<file path="src/rtl/pport_pkg.sv">
// Shared encodings for the parallel-port transmit arbiter.
package pport_pkg;

  typedef enum logic {
    PPA_IDLE   = 1'b0,
    PPA_LOCKED = 1'b1
  } ppa_state_t;

  localparam logic PPA_REQ_A = 1'b0;
  localparam logic PPA_REQ_B = 1'b1;

endpackage

</file>
<file path="src/rtl/pport_arbiter.sv">
// Packet-locked two-way round-robin onto the parallel-port byte stream; one registered stage, byte visible the cycle after acceptance.
// Requester busy follows the output register's room; a stalled owner is released by the idle watchdog.
module pport_arbiter
  import pport_pkg::*;
#(
  parameter int unsigned LGTIMEOUT = 10
) (
  input  logic       i_clk,
  input  logic       i_rst,
  input  logic       i_a_stb,
  input  logic [6:0] i_a_data,
  input  logic       i_a_last,
  output logic       o_a_busy,
  input  logic       i_b_stb,
  input  logic [6:0] i_b_data,
  input  logic       i_b_last,
  output logic       o_b_busy,
  output logic       o_pp_stb,
  output logic [6:0] o_pp_data,
  input  logic       i_pp_busy,
  output logic       o_grant,
  output logic       o_locked,
  output logic       o_timeout
);

  // Release happens on the idle cycle that would take the count to all ones.
  localparam logic [LGTIMEOUT-1:0] WD_PRE = LGTIMEOUT'((1 << LGTIMEOUT) - 2);

  ppa_state_t           r_state, w_state_nxt;
  logic                 r_ptr, w_ptr_nxt;
  logic                 r_grant, w_grant_nxt;
  logic [LGTIMEOUT-1:0] r_wdog, w_wdog_nxt;
  logic                 r_timeout, w_timeout_nxt;
  logic                 r_pp_stb;
  logic [6:0]           r_pp_data;

  logic                 w_load_ok;
  logic                 w_sel;
  logic                 w_accept;
  logic                 w_acc_last;
  logic [6:0]           w_acc_data;
  logic                 w_a_busy, w_b_busy;

  always_ff @(posedge i_clk or posedge i_rst) begin
    if (i_rst) begin
      r_state   <= PPA_IDLE;
      r_ptr     <= PPA_REQ_A;
      r_grant   <= PPA_REQ_A;
      r_wdog    <= '0;
      r_timeout <= 1'b0;
    end else begin
      r_state   <= w_state_nxt;
      r_ptr     <= w_ptr_nxt;
      r_grant   <= w_grant_nxt;
      r_wdog    <= w_wdog_nxt;
      r_timeout <= w_timeout_nxt;
    end
  end

  always_comb begin
    w_load_ok     = !r_pp_stb || !i_pp_busy;
    w_sel         = r_grant;
    w_accept      = 1'b0;
    w_state_nxt   = r_state;
    w_ptr_nxt     = r_ptr;
    w_grant_nxt   = r_grant;
    w_wdog_nxt    = r_wdog;
    w_timeout_nxt = 1'b0;

    if (r_state == PPA_IDLE) begin
      if (i_a_stb && i_b_stb) w_sel = r_ptr;
      else if (i_b_stb)       w_sel = PPA_REQ_B;
      else                    w_sel = PPA_REQ_A;
      w_accept = w_load_ok && (i_a_stb || i_b_stb);
    end else begin
      w_accept = w_load_ok && ((w_sel == PPA_REQ_B) ? i_b_stb : i_a_stb);
    end

    w_acc_last = (w_sel == PPA_REQ_B) ? i_b_last : i_a_last;
    w_acc_data = (w_sel == PPA_REQ_B) ? i_b_data : i_a_data;
    w_a_busy   = !(w_load_ok && (w_sel == PPA_REQ_A));
    w_b_busy   = !(w_load_ok && (w_sel == PPA_REQ_B));

    // An acceptance always beats a watchdog expiry in the same cycle.
    if (w_accept) begin
      w_grant_nxt = w_sel;
      w_wdog_nxt  = '0;
      if (w_acc_last) begin
        w_state_nxt = PPA_IDLE;
        w_ptr_nxt   = !w_sel;
      end else begin
        w_state_nxt = PPA_LOCKED;
      end
    end else if (r_state == PPA_LOCKED) begin
      if (r_wdog == WD_PRE) begin
        w_state_nxt   = PPA_IDLE;
        w_ptr_nxt     = !r_grant;
        w_wdog_nxt    = '0;
        w_timeout_nxt = 1'b1;
      end else begin
        w_wdog_nxt = r_wdog + LGTIMEOUT'(1);
      end
    end
  end

  always_ff @(posedge i_clk or posedge i_rst) begin
    if (i_rst) begin
      r_pp_stb  <= 1'b0;
      r_pp_data <= '0;
    end else if (w_accept) begin
      r_pp_stb  <= 1'b1;
      r_pp_data <= w_acc_data;
    end else if (!i_pp_busy) begin
      r_pp_stb  <= 1'b0;
    end
  end

  assign o_a_busy  = i_rst || w_a_busy;
  assign o_b_busy  = i_rst || w_b_busy;
  assign o_pp_stb  = r_pp_stb;
  assign o_pp_data = r_pp_data;
  assign o_grant   = r_grant;
  assign o_locked  = (r_state == PPA_LOCKED);
  assign o_timeout = r_timeout;

endmodule
</file>
<file path="config.mk">
export PLATFORM = sky130hd
export DESIGN_NAME = pport_arbiter
export DESIGN_NICKNAME = d
export VERILOG_FILES = /design/src/rtl/pport_pkg.sv /design/src/rtl/pport_arbiter.sv
export SDC_FILE = /design/constraint.sdc
export NUM_CORES = 1
export LEC_CHECK = 0
export ABC_AREA = 1
export BUFFER_PORTS_ARGS = -buffer_cell sky130_fd_sc_hd__buf_4
export CORE_MARGIN = 3
export CORE_UTILIZATION = 24
export CTS_CLUSTER_SIZE = 20
export DETAILED_ROUTE_END_ITERATION = 8
export PLACE_DENSITY = 0.49
export SLEW_MARGIN = 10
export SYNTH_ARGS = -nofsm -noshare
export SYNTH_HDL_FRONTEND = slang
export SYNTH_SLANG_ARGS = --single-unit
</file>
<file path="constraint.sdc">
create_clock -name i_clk -period 1.85 [get_ports i_clk]
set_clock_uncertainty 0.1 [all_clocks]
set_input_delay 0 -clock i_clk [delete_from_list [all_inputs] [get_ports i_clk]]
set_output_delay 0 -clock i_clk [all_outputs]
set_load 0.02 [all_outputs]
</file>
# ---- Word level (Yosys, flattened, before mapping)
# Index checks and enable logic that the tools add are counted.
dict set report totals {
  ff_bits 22
  inputBits 21
  out_inout_bits 13
}
dict set report op_classes {
  add_sub_neg 1
  eq_ne 3
  mux 23
  bitwise_logic 1
  n_reduce_logical 18
}
# operator count
set op_table {}
lappend op_table {{two-way mux 10 bit} 3}
lappend op_table {{two-way mux 1 bit} 19}
lappend op_table {{adder 10 x 1 -> 10 bit, second input constant} 1}
lappend op_table {{== test 10 bit, second input constant} 1}
lappend op_table {{two-way mux 7 bit} 1}
lappend op_table {{zero test 1 bit} 6}
lappend op_table {{logical AND 1 bit} 5}
lappend op_table {{logical OR 1 bit} 4}
lappend op_table {{!= test 2 x 1 -> 1 bit, second input constant} 2}
lappend op_table {{nonzero test 2 bit} 2}
lappend op_table {{AND reduction 3 bit} 1}
lappend op_table {{inverter 1 bit} 1}

# ---- Logic depth before layout (Yosys ltp)
# Gate-level depths: netlist of the first run.
dict set report depth {
  ltp_word 7
  depth_mapped 10
  depth_no_buf 10
}

# ---- Least setup slack after synthesis of the first run
# Ideal clock, no wire load.
dict set report synth_timing {
  path_kind {register -> register}
  startpoint {register r_state, in the netlist o_locked}
  endpoint {register r_ptr}
  arrival_time_ns 1.239
  setup_slack_ns 0.394
  stages_incl_launch_ff 9
  path_buffers 1
  cell_sequence {dfrtp_1 > inv_1 > o21ai_2 > nand2_2 > nand2_4 > buf_6 > o21ai_1 > nand3_1 > nand2_1}
}
dict set report synth_between {
  elab_chain_cells 4
  elab_cells_between_ends 10
}
# item line
set synth_rtl {}
lappend synth_rtl {{start, declared} pport_arbiter.sv:29} ;# ppa_state_t r_state, w_state_nxt;
lappend synth_rtl {{start signal, assigned} pport_arbiter.sv:52} ;# r_state <= w_state_nxt;
lappend synth_rtl {{two-way mux 1 bit} pport_arbiter.sv:70} ;# if (r_state == PPA_IDLE) begin
lappend synth_rtl {{two-way mux 1 bit / zero test 1 bit (equally long branches)} {pport_arbiter.sv:79, pport_arbiter.sv:90}}
lappend synth_rtl {{!= test 2 x 1 -> 1 bit (no line) / two-way mux 1 bit (equally long branches)} -}
lappend synth_rtl {{AND reduction 3 bit (no line) / two-way mux 1 bit (equally long branches)} -}
lappend synth_rtl {{end signal, assigned} pport_arbiter.sv:53} ;# r_ptr <= w_ptr_nxt;
lappend synth_rtl {{end, declared} pport_arbiter.sv:30} ;# logic r_ptr, w_ptr_nxt;
# Several ways; a longest one is shown, not always the timed one. The select of a mux whose other input is x is not followed.
# A chain may end at the register's enable or synchronous reset.

# ---- Worst setup path after layout of the first run
dict set report layout_timing {
  startpoint {register r_state, in the netlist o_locked}
  endpoint {register r_pp_data[0], in the netlist o_pp_data[0]}
}
dict set report layout_between {
  elab_chain_cells 2
  elab_cells_between_ends 3
}
# item line
set layout_rtl {}
lappend layout_rtl {{two-way mux 1 bit} pport_arbiter.sv:70}
lappend layout_rtl {{two-way mux 7 bit} pport_arbiter.sv:80} ;# w_acc_data = (w_sel == PPA_REQ_B) ? i_b_data : i_a_data;
lappend layout_rtl {{end signal, assigned} pport_arbiter.sv:112} ;# r_pp_data <= w_acc_data;
lappend layout_rtl {{end, declared} pport_arbiter.sv:35} ;# logic [6:0] r_pp_data;
# Several ways; a longest one is shown, not always the timed one.

==> run metrics, run 1 <==
status=finished, final reports clean; Most used DFF post-synth=dfrtp_1; CTS Buf Count=3; Adder-Cell Fraction of Synth Area=0.0214; Sw Ratio=0.412; Initial Util=0.258; synthesized flop and latch total=22; Worst-Margin Slew=0.416 ns; power share of the combinational group=0.453; async set-reset flop share out of synthesis=1.00; Crit Path Max Fanout=14; max_slew headroom=0.721; hold path depth=6; hold_ws=0.0203 ns; area leader, netlist=dfrtp_1; # DRC=0; I/O Pins=34; leak pwr=between 0.8 and 0.9 nW; Power per Cell Area=~1100 nW/µm²; post-synthesis mux area share=0; cts repair resizes=0; Clock transition at path regs=around 0.08 ns; row cnt=24; Tcrit/Tclk final=0.873; # fillers=between 400 and 500; worst hold path class=input pin to flip-flop; final setup vio count=0; htree depth=1; Area Overhead vs Synth=46.3%; setup TNS=0 ns; largest net degree at the start of global routing=22; Warnings, synthesis=0; via count=between 1,000 and 1,500; hold buffer count at CTS=16; gr usage total=0.107; RD Place Congestion=about 0.74; commonest cells in the synthesized netlist=57 x nand2_1, 22 x dfrtp_1, 18 x inv_1, 16 x nand3_1, 7 x o21ai_0; Skew-Pair Late Insertion Delay=0.26 ns; Compound-Gate Fraction of Synth Area=0.0675; Synth Net Count=175; Tmin final=around 1.6 ns; cell area after synthesis=1170 µm²; Seq/Total Area, Yosys=0.471; crit path capture type=flip-flop; reg2reg path depth=7; maxcap violations=0; Post-Synth Simple-Gate Area=0.324; fraction of final layout cells sized beyond drive strength 1=0.215; main combinational cell family by area after synthesis=simple AND/OR/NAND/NOR gates; Slew Limit Fails=0; PortBufs=33; clk buf depth=2; Core ar.=about 4500 µm²; post-synth top area share=0.471; Post-synth EDFFs=0; syn_area_per_cell=7.69 µm²; Synth Instances=152; worst endpoint data arrival time=about 1.7 ns; 1st-pass router iterations=4; DIE AREA=about 5700 µm²; drt initial violations=66; # diodes=0; DP HPWL=roughly 2100 µm; fmax=619 MHz; switching power=about 0.80 mW; P_int=1.15 mW; Startpoint Class=flip-flop; DR vias/cell=slightly above 4; Sinks on Clock Net=22; GRT Residual Overflow=0; Setup Buffers After CTS=0; unrepaired setup endpoints after global routing=false; Die Y=~76 µm; Yosys cell types=22; # nets final=roughly 230; Root Driver=clkbuf_8; initial antenna violation count=0; final hold violations=0; Antenna Violating Nets Remaining=0; first-pass GRT wire length=around 4600 µm; Sequential Power Share=0.368; Required @ worst endpoint=a little under 2 ns; chip width=~76 µm; IR drop worst, VDD=~0.53 mV; top-count cell post-synth=nand2_1; Clk pwr share=0.179; critical path class=flip-flop to flip-flop; top cells by area, synth=dfrtp_1 47%, nand2_1 18%, nand3_1 6.9%; CTS tree=built; Post-Synth XOR/XNOR Area=0.0450; number of global-route vias before repair=1,036; final wirelength=around 2900 µm; post-DR wirelength/cell=around 11 µm
stage by stage:
stage                     std cells  power (mW)  instance area, µm²  worst slack [ns]   util
final                           270        1.95                1710             0.234  0.377
after global routing            270        2.11                1710            0.0375  0.377
after CTS                       270        1.99                1710             0.204  0.377
after detailed placement        250        1.60                1490             0.227  0.329
after global placement          250        1.60                1490             0.255  0.329
after floorplan                 152        1.27                1170             0.394      -
worst paths after layout:
path                                    start                        to  slack [ns]
setup reg to reg           o_locked$_DFF_PP0_  o_pp_data[0]$_DFFE_PP0P_        0.23
hold / removal                       i_b_last        o_locked$_DFF_PP0_        0.02
min in group asynchronous               i_rst      o_pp_stb$_DFFE_PP0P_        0.09
hold reg to reg             r_ptr$_DFFE_PP0P_         r_ptr$_DFFE_PP0P_        0.38
max in group asynchronous               i_rst     r_wdog[8]$_DFFE_PP0P_        1.05
setup / recovery           o_locked$_DFF_PP0_  o_pp_data[0]$_DFFE_PP0P_        0.23
state kept, by name, indices dropped and copies added, names as in the netlist:
register and count:
r_ptr 1, o_pp_data 7, r_wdog 10, o_locked 1, o_timeout 1, o_grant 1, o_pp_stb 1
routing by layer:
| metal | vias up | GRT usage | part of all wire |
|---|---|---|---|
| met5 | - | 0 | 0 |
| met4 | 0 | 0.0524 | 0.019 |
| met3 | 4 | 0.0224 | 0.043 |
| met2 | 30 | 0.160 | 0.45 |
| met1 | 495 | 0.147 | 0.49 |
| li1 | 590 | - | - |
power by group through the flow:
| stage | clock (mW) | sequential [mW] | combinational [mW] |
|---|---|---|---|
| 6_report | 0.348 | 0.718 | 0.882 |
| 3_3_place_gp | 0 | 0.727 | 0.878 |
| 2_1_floorplan | 0 | 0.841 | 0.427 |
| 4_1_cts | 0.365 | 0.719 | 0.903 |
| 5_1_grt | 0.382 | 0.737 | 0.991 |
| 3_5_place_dp | 0 | 0.726 | 0.876 |
layout make-up:
| cell class | count | area, µm² | share of cell area |
|---|---|---|---|
| multi-input cells | 110 | 536 | 0.313 |
| flip-flops and latches | 22 | 551 | 0.322 |
| inverters | 19 | 71.3 | 0.0417 |
| well taps | 65 | 81.3 | 0.0476 |
| clock buffers | 4 | 55.1 | 0.0322 |
| repair buffers | 50 | 415 | 0.243 |
cells in the final DEF (no fill, tap or decap):
cell / instances
inv_2: 1
nand2_4: 1
clkbuf_8: 4
o21ai_0: 7
buf_4: 34
nor3_1: 2
nand4_1: 3
o21ai_1: 2
inv_1: 18
nand2_2: 1
nor2_1: 6
nand2_1: 57
xnor2_1: 1
dlygate4sd3_1: 16
xor2_1: 5
o22ai_1: 2
a21oi_1: 1
nand3_1: 16
o21ai_2: 1
nand3_2: 1
ha_1: 2
o21bai_1: 1
dfrtp_1: 22
nor2_2: 1
critical path, stage by stage (launching register included):
cell     delay (ns)
dfrtp_1        0.45
nand2_1        0.15
nand2_1        0.08
nand2_2        0.10
nand2_4        0.12
nor2_1         0.37
nand2_1        0.10
nand3_1        0.10
cells by family (layout without fill, tap and decap cells):
kind of cell,count (synthesis),after routing
adder cells (fa/ha/maj),2,2
AO/OA/AOI/OAI,14,14
buffers and inverters,20,73
XOR/XNOR,6,6
flip-flops,22,22
AND/OR/NAND/NOR,88,88
(Power assumes the default switching activity.)
==> run 2, diff against run 1 <==
- ABC_AREA: 1 -> unset
==> run metrics, run 2 <==
Seq/Total Area, Yosys=0.449; max_slew headroom=0.743; Most used DFF post-synth=dfrtp_1; Die Y=around 77 µm; PortBufs=33; synthesized flop and latch total=22; Tcrit/Tclk final=0.940; post-synthesis mux area share=0.108; max FFs per register=10; Top delay family on crit path=simple AND/OR/NAND/NOR gates; DIE AREA=~6000 µm²; fraction of final layout cells sized beyond drive strength 1=0.341; reg-to-reg endpoint=r_ptr$_DFFE_PP0P_; Yosys cell types=33; final setup vio count=0; delay of the slowest critical-path stage=around 0.44 ns; main combinational cell family by area after synthesis=simple AND/OR/NAND/NOR gates; number of global-route vias before repair=1,190; area leader, netlist=dfrtp_1; Synth Net Count=150; # fillers=about 510; setup ws final=0.110 ns; DR vias/cell=about 4.6; DP Worst Slack=-0.0224 ns; DP HPWL=between 2000 and 2500 µm; area of the multi-input gates=~650 µm²; worst min-delay path startpoint=i_b_stb; crit path cell chain=inv_2, ha_4, nand4_1, buf_4, nor3_2, a32o_1, nor2_1; R2R setup slack=approximately 0.11 ns; htree depth=1; critical path class=flip-flop to flip-flop; Required @ worst endpoint=about 1.9 ns; initial antenna violation count=0; status=finished, final reports clean; fmax=around 570 MHz; CTS Buf Count=3; reg2reg path depth=7; IR drop worst, VDD=0.571 mV; top-count cell post-synth=dfrtp_1; top cells by area, synth=dfrtp_1 45%, mux2i_1 9.0%, a21oi_1 5.3%; Skew-Pair Late Insertion Delay=0.26 ns; Compound-Gate Fraction of Synth Area=0.165; # diodes=0; Sinks on Clock Net=22; Post-synth EDFFs=0; final hold violations=0; Initial Util=0.254; # nets final=210; most frequent cells in the layout=42 x buf_4, 21 x dfrtp_1, 18 x dlygate4sd3_1; first-pass GRT wire length=5340 µm; Core ar.=between 4000 and 5000 µm²; hold_ws=0.0358 ns; Post-Synth XOR/XNOR Area=0; gr usage total=0.108; Root Driver=clkbuf_8; leak pwr=between 0.8 and 0.9 nW; Tmin final=~1.7 ns; Area Overhead vs Synth=50.8%; final wirelength=between 3000 and 4000 µm; worst hold path class=input pin to flip-flop; Warnings, synthesis=0; worst endpoint data arrival time=~1.8 ns; CP Buf/Inv Count=2; commonest cells in the synthesized netlist=22 x dfrtp_1, 16 x nor2_1, 13 x a21oi_1, 11 x mux2i_1, 9 x nand2_1; GRT Residual Overflow=0; Synth Instances=~130; CTS tree=built; post-synth top area share=0.449; Power per Cell Area=~1200 nW/µm²; maxcap violations=0; Antenna Violating Nets Remaining=0; chip width=just under 80 µm; Slew Limit Fails=0; via count=1,157; CP max stage cell=dfrtp_2; Worst-Margin Slew=between 0.3 and 0.4 ns; largest net degree at the start of global routing=25; cell area after synthesis=approximately 1200 µm²; async set-reset flop share out of synthesis=1.00; Clock transition at path regs=approximately 0.08 ns; Adder-Cell Fraction of Synth Area=0.0204; hold path depth=4; 1st-pass router iterations=4; Reg with most FFs=r_wdog; commonest non-fill, non-tap cell in the layout=buf_4; Post-Synth Simple-Gate Area=0.204; Worst Hold Path EP=o_pp_stb$_DFFE_PP0P_; syn_area_per_cell=9.65 µm²; drt initial violations=48; post-DR wirelength/cell=about 12 µm; clk buf depth=2; # DRC=0; I/O Pins=34; Reg area=around 550 µm²; crit path capture type=flip-flop; row cnt=25; RD Place Congestion=0.858; Crit Reg-Reg Startpoint=r_wdog[0]$_DFFE_PP0P_; Crit Path Max Fanout=4; Startpoint Class=flip-flop; unrepaired setup endpoints after global routing=true
-- run 2: changes by cell type in the layout (fill, tap and decap cells not counted), moves of 5 or more --
cell	before	now
mux2i_1	0	11
buf_4	34	42
a21oi_1	1	13
nand3_1	16	5
nand2_1	57	9
xor2_1	5	0
nor2_1	6	15
inv_1	18	2
-- run 2: how the worst max path moves through the flow --
stage                          start                    end  cells past startpoint
2_1_floorplan    o_grant$_DFFE_PP0P_    o_grant$_DFFE_PP0P_                      4
5_1_grt        r_wdog[0]$_DFFE_PP0P_  r_wdog[1]$_DFFE_PP0P_                      8
4_1_cts        r_wdog[0]$_DFFE_PP0P_  r_wdog[8]$_DFFE_PP0P_                      7
6_report       r_wdog[0]$_DFFE_PP0P_      r_ptr$_DFFE_PP0P_                      7
3_5_place_dp   r_wdog[0]$_DFFE_PP0P_  r_wdog[8]$_DFFE_PP0P_                      7
3_3_place_gp   r_wdog[0]$_DFFE_PP0P_  r_wdog[5]$_DFFE_PP0P_                      7
-- run 2: layout make-up --
type	count	area share
Tap cell	67	0.0454
Inverter	3	0.00610
Clock buffer	3	0.0224
Multi-Input combinational cell	96	0.353
Timing Repair Buffer	61	0.274
Sequential cell	22	0.299
-- run 2: layer usage --
metal  vias to the layer above  track usage  part of all wire
met4                         0       0.0160            0.0045
met2                        23        0.195              0.51
met1                       565        0.132              0.44
met3                         2       0.0267             0.038
met5                         -            0                 0
li1                        567            -                 -
-- run 2: logic make-up after synthesis --
| logic type | count (synthesis) |
|---|---|
| AND/OR/NAND/NOR | 50 |
| AO/OA/AOI/OAI | 31 |
| flip-flops | 22 |
| multiplexers | 13 |
| buffers and inverters | 9 |
| adder cells (fa/ha/maj) | 2 |
-- run 2: timing repair --
| action | in CTS | in global routing |
|---|---|---|
| hold endpoints to repair | 19 | 0 |
| pin swaps | 0 | 3 |
| buffers inserted | 0 | 5 |
| setup endpoints to repair | 1 | 12 |
| gates resized for setup | 1 | 9 |
| hold buffers | 18 | 0 |
| gates cloned | 0 | 0 |
-- run 2: through the flow --
stage	power, mW	util	setup TNS (ns)	instance area [µm²]	instances
after floorplan	1.44	-	0	1220	127
after global placement	1.77	0.322	0	1550	226
after detailed placement	1.79	0.322	-0.0224	1550	226
after CTS	2.12	0.370	0	1780	247
after global routing	2.31	0.383	-0.108	1850	252
final	2.16	0.383	0	1850	252
-- run 2: where the power goes --
| group | total [mW] | internal, mW | switching, mW | leakage (nW) |
|---|---|---|---|---|
| combinational | 1.12 | 0.531 | 0.585 | 0.514 |
| sequential | 0.751 | 0.621 | 0.130 | 0.272 |
| clock | 0.291 | 0.145 | 0.146 | 0.0216 |
| total | 2.16 | 1.30 | 0.861 | 0.808 |
-- run 2: worst min-delay path, stage by stage --
cell and delay (ns):
buf_4 0.09, nor2_1 0.06, a21oi_1 0.12, a21o_1 0.09
==> run 3, diff against run 2 <==
--- a/config.mk
+++ b/config.mk
@@ -8,3 +8,3 @@
 export BUFFER_PORTS_ARGS = -buffer_cell sky130_fd_sc_hd__buf_4
-export CORE_MARGIN = 3
+export CORE_MARGIN = 1
 export CORE_UTILIZATION = 24
==> constraint.sdc (replaced) <==
create_clock -name i_clk -period 1.85 [get_ports i_clk]
set_clock_uncertainty 0.1 [all_clocks]
set_input_delay 0.0925 -clock i_clk [delete_from_list [all_inputs] [get_ports i_clk]]
set_output_delay 0.0925 -clock i_clk [all_outputs]
set_load 0.02 [all_outputs]
==> run metrics, run 3 (same netlist as run 2, synthesis figures left out) <==
Power per Cell Area=approximately 1300 nW/µm²; initial antenna violation count=0; Crit Path Max Fanout=11; Worst-Margin Slew=0.352 ns; number of global-route vias before repair=~1,000; fmax=577 MHz; Die Y=~73 µm; final wirelength=2760 µm; Tmin final=between 1.5 and 2 ns; DR vias/cell=4.54; # diodes=0; dpl cells=229; PortBufs=33; first-pass GRT wire length=between 4000 and 5000 µm; gr usage total=0.112; fraction of final layout cells sized beyond drive strength 1=0.341; Slew Limit Fails=0; max FFs per register=10; Core ar.=~4800 µm²; status=finished, final reports clean; max_slew headroom=0.765; Startpoint Class=flip-flop; commonest non-fill, non-tap cell in the layout=buf_4; most frequent cells in the layout=43 x buf_4, 22 x dfrtp_1, 16 x nor2_1; leak pwr=about 0.74 nW; final hold violations=0; DP Worst Slack=roughly 0.12 ns; maxcap violations=0; critical path class=flip-flop to output pin; IR drop worst, VDD=between 0.6 and 0.7 mV; setup TNS=0 ns; # fillers=around 520; hold path depth=3; 1st-pass router iterations=3; Placed Area=roughly 1600 µm²; chip width=about 73 µm; Required @ worst endpoint=between 1.5 and 2 ns; # nets final=just under 200; Root Driver=clkbuf_8; final setup vio count=0; drt initial violations=19; I/O Pins=34; Clock transition at path regs=about 0.080 ns; hold_ws=a little under 0.02 ns; area of the multi-input gates=622 µm²; setup ws final=about 0.12 ns; CTS tree=built; reg2reg path depth=6; Finished Cell Area=~1700 µm²; GRT Residual Overflow=0; DP HPWL=between 2000 and 2500 µm; htree depth=1; Initial Util=0.254; largest net degree at the start of global routing=19; unrepaired setup endpoints after global routing=true; Sinks on Clock Net=22; Reg with most FFs=r_wdog; clk buf depth=2; Antenna Violating Nets Remaining=0; Cell Count, Final, Fillers Out=237; worst endpoint data arrival time=roughly 1.5 ns; # DRC=0; Skew-Pair Late Insertion Delay=0.27 ns; post-DR wirelength/cell=around 12 µm; Reg area=551 µm²; crit path capture type=output pin; DIE AREA=between 5000 and 6000 µm²; RD Place Congestion=just over 0.8; Area Overhead vs Synth=37.3%; row cnt=25; via count=roughly 1,100; Tcrit/Tclk final=0.936; CTS Buf Count=3; worst hold path class=input pin to flip-flop
==> run 3: power breakdown <==
part           leakage [nW]  internal, mW  total (mW)  switching (mW)
logic                 0.427         0.479        1.03           0.548
registers             0.273         0.619       0.753           0.134
clock network        0.0357         0.289       0.447           0.158
total                 0.736          1.39        2.23           0.840
==> run 3: final timing paths <==
kind                                        from                        to  slack (ns)
min                                  i_a_data[6]  o_pp_data[6]$_DFFE_PP0P_        0.02
min reg2reg                r_wdog[7]$_DFFE_PP0P_     r_wdog[7]$_DFFE_PP0P_        0.43
min in group asynchronous                  i_rst  o_pp_data[1]$_DFFE_PP0P_        0.19
max in group asynchronous                  i_rst       o_timeout$_DFF_PP0_        1.04
max reg2reg                r_wdog[0]$_DFFE_PP0P_     r_wdog[7]$_DFFE_PP0P_        0.14
max                           o_locked$_DFF_PP0_                  o_a_busy        0.12
==> run 3: layout make-up <==
type | count | area share
sequential | 22 | 0.327
clock inverter | 1 | 0.0179
timing repair buffer | 45 | 0.204
multi-input combinational | 96 | 0.370
clock buffer | 3 | 0.0246
inverter | 3 | 0.00670
tap | 67 | 0.0499
==> run 3: layer usage <==
metal  GRT usage  vias to the layer above  wire length, µm
li1            -                      538                -
met4      0.0128                        0                6
met1       0.146                      513             1320
met2       0.182                       24             1270
met3      0.0398                        2              160
met5           0                        -                0
==> run 3: critical path, stage by stage, from the launching register on <==
cell and delay [ns]:
dfrtp_1 0.44, nand2b_1 0.16, o21ai_1 0.16, buf_4 0.24, nand2b_1 0.13, buf_4 0.14
==> run 3: timing repair <==
action | 4_1_cts | 5_1_grt
setup buffers | 0 | 2
endpoints found under the hold margin | 23 | 0
endpoints found under the setup margin | 0 | 2
hold buffers | 2 | 0
gates resized for setup | 0 | 0
==> run 3: per-stage QoR <==
stage	util	power [mW]
3_3_place_gp	0.327	1.76
3_5_place_dp	0.327	1.78
5_1_grt	0.349	2.40
4_1_cts	0.346	2.24
6_report	0.349	2.23
2_1_floorplan	-	1.44
